--- config.mk ---
export PLATFORM = sky130hd
export DESIGN_NAME = rgb_decoder
export DESIGN_NICKNAME = d
export VERILOG_FILES = /design/src/rtl/rgb_pkg.sv /design/src/rtl/rgb_channel_quant.sv /design/src/rtl/rgb_decoder.sv
export SDC_FILE = /design/constraint.sdc
export NUM_CORES = 1
export LEC_CHECK = 0
export BUFFER_PORTS_ARGS = -buffer_cell sky130_fd_sc_hd__buf_2
export CAP_MARGIN = 25
export CORE_ASPECT_RATIO = 1.2
export CORE_MARGIN = 2
export CORE_UTILIZATION = 44
export CTS_BUF_LIST = sky130_fd_sc_hd__clkbuf_16
export CTS_CLUSTER_SIZE = 28
export DETAILED_ROUTE_END_ITERATION = 8
export GPL_ROUTABILITY_DRIVEN = 1
export PLACE_DENSITY = 0.74
export RECOVER_POWER = 100
export SYNTH_ARGS = -nofsm -noshare
export SYNTH_HDL_FRONTEND = slang
export SYNTH_SLANG_ARGS = --single-unit
--- constraint.sdc ---
create_clock -name clk -period 1.7 [get_ports clk]
set_input_delay 0.17 -clock clk [delete_from_list [all_inputs] [get_ports clk]]
set_output_delay 0.17 -clock clk [all_outputs]
set_load 0.005 [all_outputs]
--- src/rtl/rgb_pkg.sv ---
// rtl/rgb_pkg.sv - shared channel layout and colour-code constants for the RGB decoder
package rgb_pkg;

  typedef logic [7:0] ch_t;
  typedef logic [2:0] colour_t;

  // Channel bit positions inside a 24-bit pixel
  localparam int RED_HI = 23;
  localparam int RED_LO = 16;
  localparam int GRN_HI = 15;
  localparam int GRN_LO = 8;
  localparam int BLU_HI = 7;
  localparam int BLU_LO = 0;

  // The only channel values the colour converter ever produces
  localparam ch_t CH_MIN = 8'h00;
  localparam ch_t CH_MAX = 8'hFF;

  // Colour-code bit indices
  localparam int COL_R = 2;
  localparam int COL_G = 1;
  localparam int COL_B = 0;

endpackage

--- src/rtl/rgb_channel_quant.sv ---
// rtl/rgb_channel_quant.sv - combinational threshold and exactness test for one colour channel
module rgb_channel_quant
  import rgb_pkg::*;
#(
  parameter logic [7:0] THRESH = 8'd128
) (
  input  ch_t  ch_i,
  output logic bit_o,
  output logic exact_o
);

  // A channel at or above the threshold reads as "on"
  assign bit_o   = (ch_i >= THRESH);
  // Only fully-off or fully-on channels can come straight out of the converter
  assign exact_o = (ch_i == CH_MIN) || (ch_i == CH_MAX);

endmodule

--- src/rtl/rgb_decoder.sv ---
// rtl/rgb_decoder.sv - two-stage RGB to 3-bit colour decoder with non-exact pixel counter
module rgb_decoder
  import rgb_pkg::*;
#(
  parameter logic [7:0] THRESH = 8'd128,
  parameter int         CNT_W  = 16
) (
  input  logic             clk,
  input  logic             rst_n,
  input  logic             enable,
  input  logic             in_valid,
  output logic             in_ready,
  input  logic [23:0]      in_rgb,
  output logic             out_valid,
  input  logic             out_ready,
  output logic [2:0]       out_colour,
  output logic             out_exact,
  input  logic             cnt_clear,
  output logic [CNT_W-1:0] err_count
);

  localparam logic [CNT_W-1:0] CNT_MAX = '1;
  localparam logic [CNT_W-1:0] CNT_ONE = CNT_W'(1);

  colour_t          cmp_bits;
  logic [2:0]       exact_bits;
  logic             adv;
  logic             accept;

  logic             s1_valid_q, s1_valid_d;
  colour_t          s1_col_q, s1_col_d;
  logic [2:0]       s1_ex_q, s1_ex_d;
  logic             s2_valid_q, s2_valid_d;
  colour_t          out_colour_q, out_colour_d;
  logic             out_exact_q, out_exact_d;
  logic [CNT_W-1:0] err_q, err_d;

  rgb_channel_quant #(.THRESH(THRESH)) u_red (
    .ch_i    (in_rgb[RED_HI:RED_LO]),
    .bit_o   (cmp_bits[COL_R]),
    .exact_o (exact_bits[COL_R])
  );

  rgb_channel_quant #(.THRESH(THRESH)) u_grn (
    .ch_i    (in_rgb[GRN_HI:GRN_LO]),
    .bit_o   (cmp_bits[COL_G]),
    .exact_o (exact_bits[COL_G])
  );

  rgb_channel_quant #(.THRESH(THRESH)) u_blu (
    .ch_i    (in_rgb[BLU_HI:BLU_LO]),
    .bit_o   (cmp_bits[COL_B]),
    .exact_o (exact_bits[COL_B])
  );

  // The whole pipeline moves together whenever the output slot can be vacated
  assign adv        = !s2_valid_q || out_ready;
  // Held low during reset so nothing is accepted before the first clean edge
  assign in_ready   = rst_n && adv && enable;
  assign accept     = in_valid && in_ready;
  assign out_valid  = s2_valid_q;
  assign out_colour = out_colour_q;
  assign out_exact  = out_exact_q;
  assign err_count  = err_q;

  // Next-state for both pipeline stages and the saturating non-exact counter
  always_comb begin
    s1_valid_d   = s1_valid_q;
    s1_col_d     = s1_col_q;
    s1_ex_d      = s1_ex_q;
    s2_valid_d   = s2_valid_q;
    out_colour_d = out_colour_q;
    out_exact_d  = out_exact_q;
    err_d        = err_q;

    if (adv) begin
      s1_valid_d   = accept;
      if (accept) begin
        s1_col_d = cmp_bits;
        s1_ex_d  = exact_bits;
      end
      s2_valid_d   = s1_valid_q;
      out_colour_d = s1_col_q;
      out_exact_d  = &s1_ex_q;
    end

    if (cnt_clear) begin
      err_d = '0;
    end else if (s2_valid_q && out_ready && !out_exact_q && (err_q != CNT_MAX)) begin
      err_d = err_q + CNT_ONE;
    end
  end

  // Pipeline and counter registers; reset discards anything in flight
  always_ff @(posedge clk or negedge rst_n) begin
    if (!rst_n) begin
      s1_valid_q   <= 1'b0;
      s1_col_q     <= '0;
      s1_ex_q      <= '0;
      s2_valid_q   <= 1'b0;
      out_colour_q <= '0;
      out_exact_q  <= 1'b0;
      err_q        <= '0;
    end else begin
      s1_valid_q   <= s1_valid_d;
      s1_col_q     <= s1_col_d;
      s1_ex_q      <= s1_ex_d;
      s2_valid_q   <= s2_valid_d;
      out_colour_q <= out_colour_d;
      out_exact_q  <= out_exact_d;
      err_q        <= err_d;
    end
  end

endmodule
==> parameters.txt, run 1 <==
Parameter                              Value

Status
  Outcome ... finished, violations left
  Violated checks ... negative setup slack

STA
  Top achievable clock speed ... 564 MHz
  Final Setup Violations ... 11
  Final period utilization ... 1.04
  Post-route minimum period ... 1770 ps
  RSZ-0062 raised after global routing ... true
  Post-route worst setup slack ... -71.5 ps
  Final Slew Violations ... 0
  Final clock skew ... 5.74 ps
  Worst relative slew slack ... 0.544
  Final Hold Fails ... 0
  Fin Setup TNS ... -275 ps
  Actual transition at the worst max-transition pin ... 684 ps

Floorplan
  Core Region ... 0.00331 mm2
  Number of placed I/O pins ... 52
  Vertical die dimension ... 68.0 um
  Width of the die ... between 50 and 60 um
  Die Footprint ... 0.00390 mm2
  Starting density of the core ... 0.454
  Cell Rows ... 23

Clocking
  Number of buffers inserted during clock tree synthesis ... 3
  Worst-skew pair later-pin latency ... between 200 and 300 ps
  Clk buf depth ... 2
  Number of H-tree branching levels ... 1
  Count of clock tree sinks ... 28
  Clock-pin slew reported for the worst setup and hold paths after clock tree synthesis ... 70 ps
  CTS tree ... yes
  Cell at the root of the clock tree ... sky130_fd_sc_hd__clkbuf_16

Critical path
  Element type at the critical path end ... register
  Worst path arrival time ... about 2000 ps
  Category of the worst setup path launch point ... register
  Critical-path maximum fanout ... 7
  Required @ worst endpoint ... 1900 ps
  Critical path start-end classification ... register to register

Cells and area
  P&R area growth vs syn ... 36.8%
  NumNets Final ... 258
  Diode insertion count for antenna repair ... 0
  Final non-filler cell total ... 263
  Layout cell share with drive strength beyond 1 ... 0.385

Drt
  Routed wirelength normalized by instance count ... around 15 um
  Remaining DRCs ... 0
  First drt pass iteration count ... 4
  Remaining number of nets flagged by the antenna check after routing ... 0
  Vias after detailed routing ... 1546
  Iteration-0 DRC Markers ... 88
  Sum of routed wire length over all layers ... 4060 um
  Vias per std cell ... 5.88

Logic synthesis
  Mean area per synthesized cell ... 9.81 um2
  Cell count after synthesis ... about 150
  Post-synthesis cell type count ... 32
  Synthesized Nets ... 184
  Dominant synthesized flop cell ... sky130_fd_sc_hd__dfrtp_1
  Async set or reset register ratio after synthesis ... 1.00
  Synth Register Bits ... 28
  Yosys warning total ... 0
  Netlist area before placement ... around 0.0015 mm2
  EDFF count, synth ... 0
  Post-synthesis sequential area ratio ... 0.467

Power
  Static leakage ... 0.000913 uW
  IR drop worst, VDD ... around 0.74 mV
  Power per cell area ... approximately 700 mW/mm2

GRT
  Global-route wire length before repair ... between 6000 and 7000 um
  Gr ovfl total ... 0
  Number of global-route vias before repair ... 1601
  Global-route usage over all layers ... 0.223
  Number of antenna violations at the first check in global routing ... 0
  Pin count of the biggest net entering global routing ... 29

Placed design
  Number of cells after detailed placement ... 255
  Placed wire-length estimate ... 3060 um
  Final GP Congestion ... 0.882
  Quantity of I/O buffers inserted on ports ... 51

Job
  Max-cap violation count ... 0

Min path
  Class of the most critical hold timing path ... primary input to register
[registers in the layout, summed over array words and instances, names as in the netlist]
register    cells
s1_ex_q         3
out_valid       1
out_exact       1
out_colour      3
s1_valid_q      1
s1_col_q        3
err_count      16
[cell families after synthesis]
logic type | after synthesis | share of synthesized area
buffers and inverters | 8 | 0.0325
DFF | 28 | 0.467
adders and majority gates | 1 | 0.00833
AOI/OAI and AO/OA | 33 | 0.125
muxes | 9 | 0.0675
and+or+nand+nor | 74 | 0.300
[through the flow]
step | instance area [um2] | setup WS (ps) | util | hold WS (ps) | power (uW)
after CTS | 2070 | -57.6 | 0.627 | 168 | 1450
after detailed placement | 1920 | -185 | 0.581 | 244 | 908
after global routing | 2050 | -138 | 0.621 | 177 | 1490
after floorplan | 1510 | -180 | - | -126 | 804
after global placement | 1920 | -20.9 | 0.581 | 237 | 897
final | 2050 | -71.5 | 0.621 | 172 | 1430
[layout make-up]
type | instances | area (um2)
Fill cell | 306 | 1250
Multi-Input combinational cell | 117 | 807
Sequential cell | 28 | 702
Timing Repair Buffer | 77 | 420
Clock buffer | 3 | 75.1
Tap cell | 37 | 46.3
Clock inverter | 1 | 3.75
[power by group]
part / switching (uW) / internal (uW) / total, uW
clock: 227 / 316 / 543
sequential: 20.8 / 705 / 726
combinational: 82.4 / 80.3 / 163
[layer usage]
metal  wire (um)  track usage  vias up
met3         232       0.0359        5
li1            -            -      745
met2        2260        0.437       59
met4          45        0.116        0
met5           0            0        -
met1        1520        0.227      737
[path summary, 6_finish.rpt]
| kind | start | endpoint | slack, ps | cells after the start |
|---|---|---|---|---|
| max | err_count[1] | err_count[9] | -70 | 7 |
| min | in_rgb[15] | s1_col_q[1] | 170 | 2 |
| max reg2reg | err_count[1] | err_count[9] | -70 | 7 |
| min reg2reg | s1_valid_q | out_valid | 470 | 1 |
| max in group asynchronous | rst_n | err_count[0] | 560 | 3 |
| min in group asynchronous | rst_n | err_count[8] | 660 | 3 |
[placed cells by master (no fill, tap or decap), types with 2 or more instances in the layout]
| cell type | instances |
|---|---|
| sky130_fd_sc_hd__buf_2 | 45 |
| sky130_fd_sc_hd__nor2_1 | 7 |
| sky130_fd_sc_hd__nand3_1 | 4 |
| sky130_fd_sc_hd__nor4_2 | 2 |
| sky130_fd_sc_hd__nor4_4 | 2 |
| sky130_fd_sc_hd__o31ai_1 | 9 |
| sky130_fd_sc_hd__mux2_2 | 7 |
| sky130_fd_sc_hd__o21ai_0 | 6 |
| sky130_fd_sc_hd__nor4_1 | 6 |
| sky130_fd_sc_hd__nand4_1 | 13 |
| sky130_fd_sc_hd__clkbuf_1 | 12 |
| sky130_fd_sc_hd__buf_4 | 16 |
| sky130_fd_sc_hd__o21ai_1 | 2 |
| sky130_fd_sc_hd__mux2_1 | 2 |
| sky130_fd_sc_hd__clkbuf_16 | 3 |
| sky130_fd_sc_hd__dfrtp_1 | 27 |
| sky130_fd_sc_hd__a21oi_1 | 15 |
| sky130_fd_sc_hd__or4_1 | 8 |
| sky130_fd_sc_hd__nand2_1 | 13 |
| sky130_fd_sc_hd__nor2b_1 | 4 |
| sky130_fd_sc_hd__nand3b_1 | 2 |
| sky130_fd_sc_hd__or3_1 | 2 |
[timing repair]
| action | 4_1_cts | 5_1_grt |
|---|---|---|
| setup endpoints to repair | 14 | 13 |
| setup buffers | 3 | 0 |
| pin swaps | 12 | 5 |
| hold buffers | 1 | 0 |
| gates resized for setup | 7 | 4 |
| hold endpoints to repair | 28 | 0 |
[worst max-delay path: stages, from the launching register on]
cell and delay, ps:
sky130_fd_sc_hd__dfrtp_1 410, sky130_fd_sc_hd__ha_4 180, sky130_fd_sc_hd__nand4_1 120, sky130_fd_sc_hd__nor4_4 80, sky130_fd_sc_hd__buf_4 150, sky130_fd_sc_hd__buf_6 120
sky130_fd_sc_hd__or4_4 500, sky130_fd_sc_hd__a21oi_2 140
[synth_stat cells (all sizes together), types with 4 or more instances]
cell / n / share of area
nor2: 7 / 0.018
o21ai: 8 / 0.027
nand4: 13 / 0.054
nand3: 5 / 0.020
or4: 9 / 0.045
nor4: 10 / 0.052
nor2b: 4 / 0.017
buf: 4 / 0.019
o31ai: 9 / 0.045
a21oi: 16 / 0.053
nand2: 13 / 0.033
or3: 4 / 0.018
mux2: 9 / 0.067
dfrtp: 28 / 0.47
Note: power is estimated with default switching activity, not from simulation.
==> run 2, diff against run 1 <==
==> constraint.sdc (replaced) <==
create_clock -name clk -period 1.7 [get_ports clk]
set_input_delay 0.34 -clock clk [delete_from_list [all_inputs] [get_ports clk]]
set_output_delay 0.34 -clock clk [all_outputs]
set_load 0.005 [all_outputs]
==> run 2 against run 1 <==
Effect of this change: the run still ends with negative setup slack left; sequential power barely moved; via count up 6.0%; non-clock buffer count increased by 10; critical path type unchanged; largest cell class unchanged.
==> parameters.txt, run 2 (synthesis gave the netlist of run 1 again) <==
Parameter                              Value

Floorplan
  Cell Rows ... 23
  Number of placed I/O pins ... 52
  Vertical die dimension ... 68.0 um
  Width of the die ... about 57 um
  Starting density of the core ... 0.454
  Core Region ... around 0.0033 mm2
  Die Footprint ... between 0.003 and 0.004 mm2

Status
  Violated checks ... negative setup slack
  Outcome ... finished, violations left

Cells and area
  NumNets Final ... between 200 and 300
  Diode insertion count for antenna repair ... 0
  Leading cell types in the layout, fill and taps excluded ... sky130_fd_sc_hd__buf_2 (47), sky130_fd_sc_hd__dfrtp_1 (26), sky130_fd_sc_hd__buf_4 (24), sky130_fd_sc_hd__nand2_1 (13), sky130_fd_sc_hd__nand4_1 (13)
  P&R area growth vs syn ... 55.3%
  Layout cell share with drive strength beyond 1 ... 0.534
  Layout Utilization ... 0.704
  Flip-flop count of the largest register after layout ... 16
  Most common library cell in the layout ignoring fill and taps ... sky130_fd_sc_hd__buf_2

Drt
  Remaining number of nets flagged by the antenna check after routing ... 0
  Routed wirelength normalized by instance count ... 17.8 um
  Vias after detailed routing ... 1638
  First drt pass iteration count ... 4
  Sum of routed wire length over all layers ... around 5000 um
  Remaining DRCs ... 0
  Iteration-0 DRC Markers ... 92
  Vias per std cell ... 6.00

Critical path
  Required @ worst endpoint ... 1900 ps
  Element type at the critical path end ... register
  Critical path start-end classification ... register to register
  Critical-path maximum fanout ... 9
  Worst path arrival time ... 2030 ps
  Category of the worst setup path launch point ... register

GRT
  Number of antenna violations at the first check in global routing ... 0
  Gr ovfl total ... 0
  Global-route wire length before repair ... approximately 7000 um
  Global-route usage over all layers ... 0.235
  Number of global-route vias before repair ... 1598
  Pin count of the biggest net entering global routing ... 29

STA
  Post-route worst setup slack ... -129 ps
  Top achievable clock speed ... 547 MHz
  Final Slew Violations ... 0
  Post-route minimum period ... 1830 ps
  RSZ-0062 raised after global routing ... true
  Worst relative slew slack ... 0.530
  Final clock skew ... approximately 1.6 ps
  Final Hold Fails ... 0
  Final period utilization ... 1.08
  Final Setup Violations ... 12
  Actual transition at the worst max-transition pin ... 705 ps

Min path
  Class of the most critical hold timing path ... primary input to async pin

Power
  Total Power Consumption ... 1610 uW
  IR drop worst, VDD ... 0.922 mV
  Power per cell area ... 692 mW/mm2
  Static leakage ... ~0.001 uW

Placed design
  Quantity of I/O buffers inserted on ports ... 51
  Final GP Congestion ... slightly below 0.9
  Placed wire-length estimate ... 3020 um

Clocking
  CTS tree ... yes
  Worst-skew pair later-pin latency ... 270 ps
  Count of clock tree sinks ... 28
  Number of buffers inserted during clock tree synthesis ... 3
  Number of H-tree branching levels ... 1
  Clock-pin slew reported for the worst setup and hold paths after clock tree synthesis ... 70 ps
  Clk buf depth ... 2
  Cell at the root of the clock tree ... sky130_fd_sc_hd__clkbuf_16

Job
  Max-cap violation count ... 0
[run 2: cell types whose count changed in the layout (fill, tap and decap cells not counted), moves of 3 or more]
cell,delta
sky130_fd_sc_hd__o31ai_1,-3
sky130_fd_sc_hd__a21oi_1,-11
sky130_fd_sc_hd__or4_1,-6
sky130_fd_sc_hd__o31ai_4,+3
sky130_fd_sc_hd__buf_4,+8
sky130_fd_sc_hd__or4_4,+6
sky130_fd_sc_hd__a21oi_2,+11
sky130_fd_sc_hd__mux2_4,+3
[run 2: path summary, 6_finish.rpt]
check | start | to | slack, ps | cells past startpoint
max in group asynchronous | rst_n | err_count[0] | 880 | 2
min | rst_n | err_count[6] | 320 | 2
min in group clk | in_rgb[7] | s1_col_q[0] | 340 | 2
max reg2reg | err_count[13] | err_count[6] | -130 | 8
max | err_count[13] | err_count[6] | -130 | 8
min reg2reg | s1_valid_q | out_valid | 480 | 1
[run 2: per-layer routing]
layer | vias up | share of wire | GRT usage
met4 | 0 | 0.013 | 0.119
met5 | - | 0 | 0
met3 | 7 | 0.049 | 0.0491
li1 | 765 | - | -
met2 | 58 | 0.56 | 0.434
met1 | 808 | 0.38 | 0.254
[run 2: where the power goes]
group          total [uW]  switching, uW  internal [uW]  leakage (uW)
Combinational         175           91.6           83.6      0.000593
Clock                 713            243            470     0.0000511
Sequential            725           20.0            705      0.000373
Total                1610            355           1260       0.00102
[run 2: cell type report]
cell class | count | area (um2)
Fill cell | 261 | 978
Multi-Input combinational cell | 117 | 950
Sequential cell | 28 | 703
Timing Repair Buffer | 87 | 527
Clock buffer | 3 | 75.1
Tap cell | 37 | 46.3
Clock inverter | 1 | 30.0
[run 2: metrics by stage]
step                setup slack, ps  cell area, um2  std cells  TNS, ps  hold WS (ps)
CTS                           -74.4            2130        266     -501           122
floorplan                      -180            1510        153    -1210          44.4
detailed placement             -103            1940        255     -542           411
global placement              -32.2            1940        255    -74.6           406
global route                   -194            2330        273    -1820           345
finish                         -129            2330        273    -1050           325
[run 2: critical path, stage by stage (launching register included)]
cell                      delay, ps
sky130_fd_sc_hd__dfrtp_1        450
sky130_fd_sc_hd__nand4_1        220
sky130_fd_sc_hd__nor4_4         300
sky130_fd_sc_hd__buf_4          180
sky130_fd_sc_hd__buf_12         120
sky130_fd_sc_hd__buf_8          120
sky130_fd_sc_hd__buf_4          150
sky130_fd_sc_hd__o31ai_4         60
sky130_fd_sc_hd__a21oi_2        140
[run 2: what timing repair did]
item,CTS,global route
setup endpoints to repair,16,16
hold buffers,0,0
pin swaps,14,23
buffers inserted,7,8
gates resized for setup,8,39
